**src/rtl/spi_reg_controller.sv**
```systemverilog
// Turns the SPI slave byte stream into register-bus reads and writes with auto-increment,
// supplies the next MISO byte and counts protocol errors.
module spi_reg_controller #(
   parameter int         ADDR_W      = 4,
   parameter logic [7:0] STATUS_BYTE = 8'hA5
) (
   input  logic              clk,
   input  logic              n_reset,
   input  logic              frame_active,
   input  logic              byte_done,
   input  logic [7:0]        rx_byte,
   output logic [7:0]        tx_byte,
   output logic              tx_load,
   output logic [ADDR_W-1:0] reg_addr,
   output logic [7:0]        reg_wdata,
   output logic              reg_wr,
   output logic              reg_rd,
   input  logic [7:0]        reg_rdata,
   output logic              busy,
   output logic [7:0]        err_count
);

   typedef enum logic [2:0] {
      IDLE,
      CMD,
      WRITE,
      FETCH,
      LOAD,
      READ,
      DISCARD
   } state_t;

   state_t            state, state_n;
   logic              frame_q;
   logic              seen_low;
   logic [7:0]        tx_byte_n;
   logic              tx_load_n;
   logic [ADDR_W-1:0] reg_addr_n;
   logic [7:0]        reg_wdata_n;
   logic              reg_wr_n;
   logic [7:0]        err_count_n;
   logic              err_inc;
   logic              frame_start;
   logic [6:0]        rsv_bits;

   // seen_low blocks a frame that was already active when reset released from starting.
   assign frame_start = frame_active && !frame_q && seen_low;
   assign rsv_bits    = rx_byte[6:0] >> ADDR_W;
   assign busy        = (state != IDLE);

   always_comb begin
      state_n     = state;
      tx_byte_n   = tx_byte;
      tx_load_n   = 1'b0;
      reg_addr_n  = reg_addr;
      reg_wdata_n = reg_wdata;
      reg_wr_n    = 1'b0;
      reg_rd      = 1'b0;
      err_inc     = 1'b0;

      if (reg_wr) begin
         reg_addr_n = reg_addr + ADDR_W'(1);
      end

      if (state != IDLE && !frame_active) begin
         state_n   = IDLE;
         tx_byte_n = STATUS_BYTE;
      end else begin
         case (state)
            IDLE: begin
               if (byte_done) begin
                  err_inc = 1'b1;
               end
               if (frame_start) begin
                  state_n   = CMD;
                  tx_byte_n = STATUS_BYTE;
                  tx_load_n = 1'b1;
               end
            end
            CMD: begin
               if (byte_done) begin
                  if (rsv_bits != 7'd0) begin
                     state_n = DISCARD;
                     err_inc = 1'b1;
                  end else begin
                     reg_addr_n = rx_byte[ADDR_W-1:0];
                     state_n    = rx_byte[7] ? FETCH : WRITE;
                  end
               end
            end
            WRITE: begin
               if (byte_done) begin
                  reg_wr_n    = 1'b1;
                  reg_wdata_n = rx_byte;
               end
            end
            FETCH: begin
               reg_rd  = 1'b1;
               state_n = LOAD;
               if (byte_done) begin
                  err_inc = 1'b1;
               end
            end
            LOAD: begin
               tx_byte_n  = reg_rdata;
               tx_load_n  = 1'b1;
               reg_addr_n = reg_addr + ADDR_W'(1);
               state_n    = READ;
               if (byte_done) begin
                  err_inc = 1'b1;
               end
            end
            READ: begin
               // The byte just received was the master clocking out read data; its content is irrelevant.
               if (byte_done) begin
                  state_n = FETCH;
               end
            end
            DISCARD: begin
               state_n = DISCARD;
            end
            default: begin
               state_n = IDLE;
            end
         endcase
      end

      err_count_n = (err_inc && err_count != 8'hFF) ? err_count + 8'd1 : err_count;
   end

   always_ff @(posedge clk or negedge n_reset) begin
      if (!n_reset) begin
         state     <= IDLE;
         frame_q   <= 1'b0;
         seen_low  <= 1'b0;
         tx_byte   <= STATUS_BYTE;
         tx_load   <= 1'b0;
         reg_addr  <= '0;
         reg_wdata <= 8'h00;
         reg_wr    <= 1'b0;
         err_count <= 8'h00;
      end else begin
         state     <= state_n;
         frame_q   <= frame_active;
         if (!frame_active) begin
            seen_low <= 1'b1;
         end
         tx_byte   <= tx_byte_n;
         tx_load   <= tx_load_n;
         reg_addr  <= reg_addr_n;
         reg_wdata <= reg_wdata_n;
         reg_wr    <= reg_wr_n;
         err_count <= err_count_n;
      end
   end

endmodule

```
**config.mk**
```make
export PLATFORM = sky130hd
export DESIGN_NAME = spi_reg_controller
export DESIGN_NICKNAME = d
export VERILOG_FILES = /design/src/rtl/spi_reg_controller.sv
export SDC_FILE = /design/constraint.sdc
export NUM_CORES = 1
export LEC_CHECK = 0
export CAP_MARGIN = 0
export CORE_AREA = 2 2 63 65
export CTS_CLUSTER_DIAMETER = 60
export DETAILED_ROUTE_END_ITERATION = 6
export DIE_AREA = 0 0 65 67
export GPL_ROUTABILITY_DRIVEN = 1
export PLACE_DENSITY = 0.84
export SYNTH_ARGS = -nofsm -noshare
export SYNTH_HDL_FRONTEND = slang
export SYNTH_SLANG_ARGS = --single-unit
```
**constraint.sdc**
```tcl
create_clock -name clk -period 2.18 [get_ports clk]
set_input_delay 0.436 -clock clk [delete_from_list [all_inputs] [get_ports clk]]
set_output_delay 0.436 -clock clk [all_outputs]
set_load 0.01 [all_outputs]
```
==> key figures <==
Routing
  – Initial DRC Count: between 80 and 90
  – Met2 routed wirelength: about 2100 µm
  – Detailed-route vias per instance: around 5.3
  – Overall routed net length: around 4100 µm
  – Met3 routed wirelength: just under 200 µm
  – Top Layer Used: met4
  – DRT Pass-1 Iters: 4
  – Post-route ant nets: 0
  – Detailed-route wire length on metal 1: 1650 µm
  – Residual DRC: 0
  – Via count: approximately 1,400
  – Wire per inst: around 16 µm

Logic synthesis
  – XOR/XNOR Fraction of Synth Area: 0.0586
  – Largest area contributor in the netlist: sky130_fd_sc_hd__dfrtp_1
  – Count leader, synth: sky130_fd_sc_hd__dfrtp_1
  – #FFs+latches synth: 35
  – Post-synth top flop: sky130_fd_sc_hd__dfrtp_1
  – Sequential element share of the synthesized area: 0.536
  – Share of synthesized flip-flops with an asynchronous set or reset: 1.00
  – Main combinational cell family by area after synthesis: simple AND/OR/NAND/NOR gates
  – Synth Area in Adders: 0.0152
  – Post-synthesis net count: approximately 160
  – Area share of the leading cell type in the synthesized netlist: 0.472
  – Commonest cells in the netlist: sky130_fd_sc_hd__dfrtp_1 (31), sky130_fd_sc_hd__mux2_2 (11), sky130_fd_sc_hd__nand2_1 (10), sky130_fd_sc_hd__o21ai_0 (9)
  – Count of yosys warnings during synthesis: 0
  – Simple-gate area share of the yosys netlist: 0.145
  – Share of the synthesized area in compound gates (AO/OA/AOI/OAI): 0.138
  – Proportion of synthesized area in mux cells: 0.0815
  – Number of enable-type register cells in the synthesized netlist: 0
  – Unique masters post-synth: 36
  – Post-synthesis instance area: between 0.0015 and 0.002 mm²
  – Average footprint of a synthesized cell: approximately 12 µm²
  – Cells taking the most area after synthesis: sky130_fd_sc_hd__dfrtp_1 (47%), sky130_fd_sc_hd__mux2_2 (7.5%), sky130_fd_sc_hd__dfstp_2 (6.4%)
  – Number of standard cells after synthesis: around 140

Power and ir drop
  – Leakage: 0.00100 µW
  – Worst VDD drop: 0.000442 V
  – Power density cells: between 900 and 1000 mW/mm²

STA
  – Fin crit period: roughly 2100 ps
  – Count of endpoints failing hold in the final timing report: 0
  – Number of setup violations in the final report: 0
  – Pins Over Slew Limit: 0
  – Achievable frequency: 476 MHz
  – Post-route clock skew: around 5.9 ps
  – Final clock period utilization by the worst path: 0.963
  – Unrepaired setup endpoints after global routing: false
  – Tightest hold margin: roughly 460 ps
  – Transition time at the pin with the least slew margin: around 510 ps
  – Post-route setup slack: 79.9 ps
  – Worst relative slew slack: 0.657
  – Final setup TNS: 0 ps

Global routing
  – Final global-route overflow total: 0
  – Pin count of the biggest net entering global routing: 36
  – Total track usage: 0.207
  – First-pass GRT wire length: ~6600 µm
  – Via count of the first global-routing pass: ~1,400
  – Number of antenna violations at the first check in global routing: 0

Setup path
  – Critical path's largest stage delay: 500 ps
  – Kind of end point of the critical path: primary output
  – Worst path slowest cell: sky130_fd_sc_hd__dfrtp_2
  – Worst endpoint required time: between 1500 and 2000 ps
  – Number of buffers and inverters on the critical path: 1
  – Highest fanout seen on the critical path: 14
  – Critical path data arrival time: between 1500 and 2000 ps
  – Critical path class: reg2out
  – CP Launch Type: flip-flop
  – FF-to-FF Start: state[0]
  – Family with the most delay on the worst path: flip-flops
  – Beginning of the critical path: state[0]
  – Ordered list of cells on the worst path: or3_4 > clkdlybuf4s50_1

Finish
  – Multi-input combinational cell area: just over 700 µm²
  – Sequential standard cell area: 883 µm²
  – Layout overhead on the synthesized area: 44.5%
  – Diode count: 0
  – Final cell count without fillers: between 200 and 300
  – Proportion of layout cells with a drive suffix above 1: 0.188
  – Final Core Density: 0.658
  – Fill cell count: approximately 300
  – Count of nets after finishing: 228

Clock tree
  – Max Root-Sink Buffers: 2
  – Number of buffers added by the clock tree synthesis step: 5
  – H-tree levels: 2
  – Clock latency of the later-clocked register in the worst-skew pair: 290 ps
  – CTS tree: yes
  – Clock tree root buffer cell: sky130_fd_sc_hd__clkbuf_8
  – Sinks on Clock Net: 35
  – Number of buffers inserted for hold repair after clock tree synthesis: 0
  – Clock slew seen by the registers of the worst setup and hold paths: around 70 ps

Place
  – Dpl hpwl: about 3000 µm
  – Placer's final routability congestion estimate: around 0.78
  – IO Port Bufs: 51
  – Worst setup slack before clock tree synthesis: -24.8 ps
  – Cell count after placement: around 240

Hold path
  – Min-Delay Path Class: reg2reg
  – Startpoint of the worst hold path: seen_low

Floorplan
  – Placeable core area: ~0.0036 mm²
  – Floorplan die height: between 60 and 70 µm
  – Initial standard-cell utilization of the core: 0.456
  – FP Rows: 22
  – I/O Pins: 52
  – Die area: 0.00436 mm²
  – Die Width: about 65 µm

Run
  – Max Cap Violations: 0

Status
  – Result of the run: finished, final reports clean
## layout by cell type (no fill, tap or decap), types with 5 or more instances in the layout
master,synthesis,layout
sky130_fd_sc_hd__clkdlybuf4s50_1,0,50
sky130_fd_sc_hd__dfrtp_1,31,29
sky130_fd_sc_hd__buf_4,0,12
sky130_fd_sc_hd__mux2_2,11,11
sky130_fd_sc_hd__nand2_1,10,10
sky130_fd_sc_hd__o21ai_0,9,9
sky130_fd_sc_hd__xnor2_1,7,7
sky130_fd_sc_hd__nor2_1,7,7
sky130_fd_sc_hd__clkbuf_8,0,7
sky130_fd_sc_hd__nor2b_1,5,5
sky130_fd_sc_hd__nand4_1,5,5
sky130_fd_sc_hd__a22o_1,5,5
## layer usage
metal  GRT usage  vias to the layer above
met1       0.233                      662
met4       0.106                        0
met3      0.0524                       10
met5           0                        -
met2       0.361                       49
li1            -                      638
## timing repair
| action | 4_1_cts | 5_1_grt |
|---|---|---|
| setup buffers | 0 | 3 |
| gates resized for setup | 2 | 1 |
| pin swaps | 0 | 0 |
| endpoints found under the setup margin | 2 | 1 |
## layout make-up
class / count / share of cell area
multi-input cells: 99 / 0.303
flip-flops and latches: 35 / 0.372
clock buffers: 7 / 0.0406
repair buffers: 63 / 0.253
clock inverters: 1 / 0.00316
inverters: 2 / 0.00316
well taps: 48 / 0.0253
## through the flow
step	instance area [µm²]	total power (µW)
floorplan	1640	1330
global placement	2250	1750
detailed placement	2250	1780
CTS	2350	2320
global route	2370	2450
finish	2370	2310
## where the power goes
group | internal [µW] | switching [µW] | leakage [µW]
Clock | 287 | 244 | 0.0000505
Combinational | 484 | 321 | 0.000515
Sequential | 809 | 169 | 0.000436
## flip-flops by register name (all words and copies together) (netlist names)
name       cells
tx_load        1
reg_wdata      8
reg_addr       4
frame_q        1
seen_low       1
state          3
err_count      8
reg_wr         1
tx_byte        8
## cells by family (layout without fill, tap and decap cells)
logic type | count (synthesis) | count (layout)
simple gates | 43 | 43
flops | 35 | 35
compound gates | 31 | 31
mux | 12 | 12
xor+xnor | 11 | 11
buf+inv | 7 | 73
fa+ha+maj | 2 | 2
## path summary, 6_finish.rpt
kind	endpoint	slack, ps	cells after the start
max reg2reg	err_count[4]	310	5
min in group asynchronous	err_count[0]	550	2
max in group asynchronous	tx_byte[0]	1280	2
max	busy	80	2
min reg2reg	seen_low	460	1
min	seen_low	460	1
Power figures use the tool's default switching activity.
